<file path="src/rtl/logic_op_pkg.sv">
// logic_op_pkg
// Shared types and helpers for the logic_op_acc streaming bitwise accumulator.
//   op_e      : operation selector carried on s_op (AND/OR/XOR/NAND)
//   state_e   : packet FSM states (IDLE/ACC/HOLD)
//   f_base_op : the per-bit base operation for an op. NAND uses AND as its base,
//               and the inversion is applied only once, at the output.
package logic_op_pkg;

  typedef enum logic [1:0] {
    OP_AND  = 2'd0,
    OP_OR   = 2'd1,
    OP_XOR  = 2'd2,
    OP_NAND = 2'd3
  } op_e;

  typedef enum logic [1:0] {
    IDLE = 2'd0,
    ACC  = 2'd1,
    HOLD = 2'd2
  } state_e;

  function automatic logic f_base_op(op_e op, logic x, logic y);
    logic r;
    case (op)
      OP_OR:   r = x | y;
      OP_XOR:  r = x ^ y;
      default: r = x & y;
    endcase
    return r;
  endfunction

endpackage

</file>
<file path="src/rtl/logic_op_acc_if.sv">
// logic_op_acc_if
// Bundles the operand stream (s_*) and the result stream (m_*) of logic_op_acc.
//   s_valid/s_ready : operand beat handshake
//   s_a, s_b        : operands, G_WIDTH bits
//   s_op            : op select (0=AND 1=OR 2=XOR 3=NAND), used on first beat
//   s_last          : final beat of packet
//   m_valid/m_ready : result handshake
//   m_data          : folded packet result, G_WIDTH bits
//   m_count         : beats in packet, G_CNT_W bits, saturating
// master : the side that produces operands and consumes results
// slave  : the accumulator block itself
interface logic_op_acc_if #(
  parameter int G_WIDTH = 8,
  parameter int G_CNT_W = 8
);

  logic               s_valid;
  logic               s_ready;
  logic [G_WIDTH-1:0] s_a;
  logic [G_WIDTH-1:0] s_b;
  logic [1:0]         s_op;
  logic               s_last;
  logic               m_valid;
  logic               m_ready;
  logic [G_WIDTH-1:0] m_data;
  logic [G_CNT_W-1:0] m_count;

  modport master (
    output s_valid, s_a, s_b, s_op, s_last, m_ready,
    input  s_ready, m_valid, m_data, m_count
  );

  modport slave (
    input  s_valid, s_a, s_b, s_op, s_last, m_ready,
    output s_ready, m_valid, m_data, m_count
  );

endinterface

</file>
<file path="src/rtl/logic_op_alu.sv">
// logic_op_alu
// Combinational G_WIDTH-bit bitwise unit applying the base operation of op.
//   op : operation select (NAND behaves as AND here)
//   x  : first operand
//   y  : second operand
//   r  : result
module logic_op_alu
  import logic_op_pkg::*;
#(
  parameter int G_WIDTH = 8
) (
  input  op_e                op,
  input  logic [G_WIDTH-1:0] x,
  input  logic [G_WIDTH-1:0] y,
  output logic [G_WIDTH-1:0] r
);

  always_comb begin
    r = '0;
    for (int i = 0; i < G_WIDTH; i++) begin
      r[i] = f_base_op(op, x[i], y[i]);
    end
  end

endmodule

</file>
<file path="src/rtl/logic_op_acc.sv">
// logic_op_acc
// Streaming bitwise accumulator. Each accepted beat produces r = a BASE b.
// The per-beat values are folded across a packet delimited by s_last, and one
// result plus a saturating beat count is emitted per packet.
//   clk   : rising-edge clock
//   rst_n : asynchronous active-low reset. It discards any partial or pending packet.
//   bus   : logic_op_acc_if slave modport (operand stream in, result stream out)
// Parameters: G_WIDTH operand/result width, G_CNT_W beat-counter width.
module logic_op_acc
  import logic_op_pkg::*;
#(
  parameter int G_WIDTH = 8,
  parameter int G_CNT_W = 8
) (
  input  logic           clk,
  input  logic           rst_n,
  logic_op_acc_if.slave  bus
);

  state_e             state;
  op_e                op_q;
  logic [G_WIDTH-1:0] acc_q;
  logic [G_CNT_W-1:0] cnt_q;

  logic               beat_fire;
  op_e                beat_op;
  logic [G_WIDTH-1:0] beat_r;
  logic [G_WIDTH-1:0] fold_r;

  assign bus.s_ready = (state != HOLD) && rst_n;
  assign bus.m_valid = (state == HOLD);
  assign bus.m_data  = (op_q == OP_NAND) ? ~acc_q : acc_q;
  assign bus.m_count = cnt_q;

  assign beat_fire = bus.s_valid && bus.s_ready;

  // The first beat of a packet takes its op straight from the bus. Later beats
  // use the latched op, so s_op changes in the middle of a packet are ignored.
  assign beat_op = (state == IDLE) ? op_e'(bus.s_op) : op_q;

  logic_op_alu #(.G_WIDTH(G_WIDTH)) u_beat_alu (
    .op (beat_op),
    .x  (bus.s_a),
    .y  (bus.s_b),
    .r  (beat_r)
  );

  logic_op_alu #(.G_WIDTH(G_WIDTH)) u_fold_alu (
    .op (op_q),
    .x  (acc_q),
    .y  (beat_r),
    .r  (fold_r)
  );

  // The result registers hold their value in HOLD, so m_data and m_count stay
  // stable under backpressure. No beat is taken in HOLD, which gives the
  // one-cycle bubble between packets.
  always_ff @(posedge clk or negedge rst_n) begin
    if (!rst_n) begin
      state <= IDLE;
      op_q  <= OP_AND;
      acc_q <= '0;
      cnt_q <= '0;
    end else begin
      case (state)
        IDLE: begin
          if (beat_fire) begin
            acc_q <= beat_r;
            op_q  <= op_e'(bus.s_op);
            cnt_q <= G_CNT_W'(1);
            state <= bus.s_last ? HOLD : ACC;
          end
        end
        ACC: begin
          if (beat_fire) begin
            acc_q <= fold_r;
            // Saturate rather than wrap so long packets still report all-ones.
            if (cnt_q != '1) begin
              cnt_q <= cnt_q + G_CNT_W'(1);
            end
            if (bus.s_last) begin
              state <= HOLD;
            end
          end
        end
        HOLD: begin
          if (bus.m_ready) begin
            state <= IDLE;
          end
        end
        default: state <= IDLE;
      endcase
    end
  end

endmodule

</file>
<file path="src/flat_wrapper.sv">
// flat-port wrapper written by rule: the top's interface ports become plain ports
module logic_op_acc_flat import logic_op_pkg::*;
#(
  parameter int G_WIDTH = 8,
  parameter int G_CNT_W = 8
)
  (clk, rst_n, bus_s_valid, bus_s_a, bus_s_b, bus_s_op, bus_s_last, bus_m_ready, bus_s_ready, bus_m_valid, bus_m_data, bus_m_count);
  logic_op_acc_if #(.G_WIDTH(G_WIDTH), .G_CNT_W(G_CNT_W)) bus_i ();
  input  logic clk;
  input  logic rst_n;
  input wire logic [$bits(bus_i.s_valid)-1:0] bus_s_valid;
  input wire logic [$bits(bus_i.s_a)-1:0] bus_s_a;
  input wire logic [$bits(bus_i.s_b)-1:0] bus_s_b;
  input wire logic [$bits(bus_i.s_op)-1:0] bus_s_op;
  input wire logic [$bits(bus_i.s_last)-1:0] bus_s_last;
  input wire logic [$bits(bus_i.m_ready)-1:0] bus_m_ready;
  output wire logic [$bits(bus_i.s_ready)-1:0] bus_s_ready;
  output wire logic [$bits(bus_i.m_valid)-1:0] bus_m_valid;
  output wire logic [$bits(bus_i.m_data)-1:0] bus_m_data;
  output wire logic [$bits(bus_i.m_count)-1:0] bus_m_count;
  assign bus_i.s_valid = bus_s_valid;
  assign bus_i.s_a = bus_s_a;
  assign bus_i.s_b = bus_s_b;
  assign bus_i.s_op = bus_s_op;
  assign bus_i.s_last = bus_s_last;
  assign bus_i.m_ready = bus_m_ready;
  assign bus_s_ready = bus_i.s_ready;
  assign bus_m_valid = bus_i.m_valid;
  assign bus_m_data = bus_i.m_data;
  assign bus_m_count = bus_i.m_count;
  logic_op_acc #(.G_WIDTH(G_WIDTH), .G_CNT_W(G_CNT_W)) u_core (.clk(clk), .rst_n(rst_n), .bus(bus_i));
endmodule
</file>
<file path="config.mk">
export PLATFORM = sky130hd
export DESIGN_NAME = logic_op_acc_flat
export DESIGN_NICKNAME = d
export VERILOG_FILES = /design/src/rtl/logic_op_pkg.sv /design/src/rtl/logic_op_acc_if.sv /design/src/rtl/logic_op_alu.sv /design/src/rtl/logic_op_acc.sv /design/src/flat_wrapper.sv
export SDC_FILE = /design/constraint.sdc
export NUM_CORES = 1
export LEC_CHECK = 0
export ABC_CLOCK_PERIOD_IN_PS = 3200
export BUFFER_PORTS_ARGS = -buffer_cell sky130_fd_sc_hd__buf_4
export CORE_MARGIN = 3
export CORE_UTILIZATION = 56
export CTS_CLUSTER_DIAMETER = 80
export CTS_CLUSTER_SIZE = 12
export DETAILED_ROUTE_END_ITERATION = 7
export GPL_ROUTABILITY_DRIVEN = 0
export PLACE_DENSITY_LB_ADDON = 0.08
export SYNTH_ARGS = -nofsm -noshare
export SYNTH_HDL_FRONTEND = slang
export SYNTH_SLANG_ARGS = --single-unit
</file>
<file path="constraint.sdc">
create_clock -name clk -period 3.2 [get_ports clk]
set_clock_uncertainty 0.05 [all_clocks]
set_input_delay 0.48 -clock clk [delete_from_list [all_inputs] [get_ports clk]]
set_output_delay 0.48 -clock clk [all_outputs]
set_load 0.005 [all_outputs]
</file>
==> results by group <==
Route
  – Final WL: around 4.1 mm
  – Wire per inst: approximately 12 um
  – Vias per inst: ~5.3
  – First-pass iteration count of the detailed router: 4
  – Detailed Route Iter0 Violations: 139
  – # DRC: 0
  – DRT antenna net count: 0
  – Vias: 1755

Synth
  – Yosys warns: 0
  – Adder-Cell Fraction of Synth Area: 0.234
  – Largest area contributor in the netlist: dfrtp_1
  – Share of the synthesized area in the top cell type: 0.246
  – Synthesized flop and latch total: 20
  – Simple-gate portion of the synthesized area: 0.154
  – Xor and xnor area share after synthesis: 0.0344
  – Syn avg cell area: a little over 8 um^2
  – Unique masters post-synth: 34
  – Largest family of logic cells by synthesized area: adder cells
  – Synth Instances: ~250
  – Register area share after synthesis: 0.246
  – Top post-synthesis cells by area: dfrtp_1 (25%), ha_1 (23%), inv_1 (9.0%)
  – Compound-Gate Fraction of Synth Area: 0.210
  – Syn_nets: 313
  – Multiplexer area fraction after synthesis: 0.00492
  – Synth Cell Area: 2030 um^2

Worst setup path
  – Crit-path cells: nor2_1 > mux2i_1 > ha_1 > nor2b_1 > a31oi_1 > inv_1 > ha_1 > a221o_1 > a221oi_1 > a21oi_1
  – CP Launch Type: flop
  – Worst reg2reg path depth: 10
  – Worst flop-to-flop path endpoint: u_core.acc_q[7]$_DFFE_PN0P_
  – Worst path arrival time: roughly 3.0 ns
  – FF-to-FF Start: u_core.state[1]$_DFFE_PN0P_
  – Worst EP required: 3.34 ns
  – Crit path largest cell delay: approximately 0.45 ns
  – R2r setup slk: roughly 0.35 ns
  – CP dominant cell by count: ha_1
  – Crit Path Class: flop to flop
  – CP max stage cell: dfrtp_1
  – Crit. End Element: flop
  – Max Fanout on Critical Path: 9

STA
  – Final Setup Violations: 0
  – RSZ-0062 raised after global routing: false
  – Final hold violation count: 12
  – Max_slew headroom: 0.460
  – Hold_ws: -0.0170 ns
  – Final TNS setup: 0 ns
  – Fmax: 0.351 GHz
  – Slew @ Worst Pin: 0.811 ns
  – Fin crit period: roughly 2.8 ns
  – Slew Viols, Final: 0
  – Tcrit/Tclk final: 0.890

Floorplan
  – Die width: ~66 um
  – FP Rows: 21
  – Initial core utilization: 0.596
  – Core area: 3420 um^2
  – Die Ht: approximately 66 um
  – I/O Pins: 41
  – Die area: around 4400 um^2

Final layout
  – Layout overhead on the synthesized area: 17.7%
  – Share of cells above drive strength 1: 0.185
  – Fill count: 298
  – Final layout net count: 349
  – N_diodes: 0
  – Post-route cell area: between 2000 and 2500 um^2

Global routing
  – Initial antenna violation count: 0
  – GR Overflow Total: 0
  – Largest net degree at the start of global routing: 25
  – First-pass GRT wire length: around 6.5 mm
  – Number of global-route vias before repair: 1401
  – GR Util All Layers: 0.187

Job
  – Max-Cap Viols: 0

Power and ir drop
  – Pwr Density: approximately 560 nW/um^2
  – Peak VDD IR: about 0.00023 V
  – P_leak: approximately 1.3 nW

Clock network
  – Clk root buf: clkbuf_4
  – Hold_buf cts: 0
  – Post_cts resized: 0
  – Setup bufs post-CTS: 0
  – Clock transition at the registers of the reported paths: 0.13 ns
  – Worst skew pair latency: between 0.3 and 0.4 ns
  – Max Root-Sink Buffers: 2
  – CTS H-tree depth: 1
  – CTS tree: done
  – TritonCTS buffer count: 3
  – Clock sinks: 20

Placed design
  – DP HPWL: 3.12 mm
  – IO buf count: 40
  – Post-placement cell area: roughly 2300 um^2

Status
  – Status: finished, violations left
  – Failing checks: hold timing

Hold path
  – Hold Path Class: primary input to asynchronous set/reset pin
## per-layer routing
| layer | vias to the layer above | part of all wire | global-route usage |
|---|---|---|---|
| li1 | 908 | - | - |
| met4 | 0 | 0.011 | 0.0609 |
| met2 | 46 | 0.44 | 0.266 |
| met3 | 5 | 0.044 | 0.0255 |
| met1 | 796 | 0.50 | 0.283 |
| met5 | - | 0 | 0 |
## power breakdown
| part | internal (mW) | leakage (nW) | switching (mW) |
|---|---|---|---|
| Sequential | 0.314 | 0.248 | 0.0683 |
| Combinational | 0.341 | 1.00 | 0.395 |
| Clock | 0.127 | 0.0279 | 0.0849 |
## metrics by stage
step	instances	worst slack (ns)	power [mW]	util	hold WS, ns
2_1_floorplan	252	0.586	0.870	-	0.134
3_3_place_gp	329	0.462	1.10	0.686	0.347
3_5_place_dp	329	0.373	1.12	0.686	0.351
4_1_cts	333	0.354	1.33	0.701	0.00143
5_1_grt	333	0.118	1.46	0.701	0.000135
6_report	333	0.352	1.33	0.701	-0.0170
## area by class of cell
type	count	area, um^2	share of cell area
multi-input cells	173	1300	0.541
flip-flops and latches	20	500	0.209
repair buffers	40	300	0.125
inverters	50	188	0.0784
well taps	46	57.6	0.0240
clock inverters	1	30.0	0.0125
clock buffers	3	22.5	0.00940
## flip-flops by register name, summed over array words and instances, names as in the netlist
| name | cells |
|---|---|
| u_core.state | 2 |
| u_core.acc_q | 8 |
| u_core.op_q | 2 |
| u_core.bus.m_count | 8 |
## synthesized netlist by cell type, drive strengths merged
cell	n
a41o	1
xor2	8
nand3	3
and2	1
nor2b	9
nand3b	1
o31ai	1
a221o	2
or2b	3
a31oi	9
a21oi	28
nand2	16
ha	38
mux2i	1
buf	5
inv	50
a221oi	8
or4	1
and3	4
clkbuf	4
nand2b	7
dfrtp	20
o21ai	19
a41oi	1
nor2	12
## cell families (layout without fill, tap and decap cells)
logic type | Yosys count | after routing
simple gates | 57 | 57
mux | 1 | 1
compound gates | 69 | 69
flops | 20 | 20
xor+xnor | 8 | 8
buf+inv | 59 | 94
fa+ha+maj | 38 | 38
## worst max-delay path by stage
stage | to | from | depth (start not counted)
2_1_floorplan | u_core.acc_q[7]$_DFFE_PN0P_ | u_core.state[1]$_DFFE_PN0P_ | 10
3_3_place_gp | u_core.acc_q[7]$_DFFE_PN0P_ | u_core.state[1]$_DFFE_PN0P_ | 10
3_5_place_dp | u_core.acc_q[7]$_DFFE_PN0P_ | u_core.state[1]$_DFFE_PN0P_ | 10
4_1_cts | u_core.acc_q[7]$_DFFE_PN0P_ | u_core.state[1]$_DFFE_PN0P_ | 10
5_1_grt | u_core.acc_q[5]$_DFFE_PN0P_ | u_core.state[1]$_DFFE_PN0P_ | 12
6_report | u_core.acc_q[7]$_DFFE_PN0P_ | u_core.state[1]$_DFFE_PN0P_ | 10
## placed cells by master (no fill, tap or decap), types with 8 or more instances in the layout
cell type	instances
a221oi_1	8
dfrtp_1	20
ha_1	38
buf_4	40
nor2b_1	9
nor2_1	12
nand2_1	16
a21oi_1	28
o21ai_0	16
xor2_1	8
inv_1	49
## worst max-delay path, delay by kind of cell (launching register included)
family	cells	cell delay, ns
buffers and inverters	1	0.08
AND/OR/NAND/NOR	2	0.39
flip-flops	1	0.45
adder cells (fa/ha/maj)	2	0.61
multiplexers	1	0.26
AO/OA/AOI/OAI	4	0.88
Note: power is estimated with default switching activity, not from simulation.
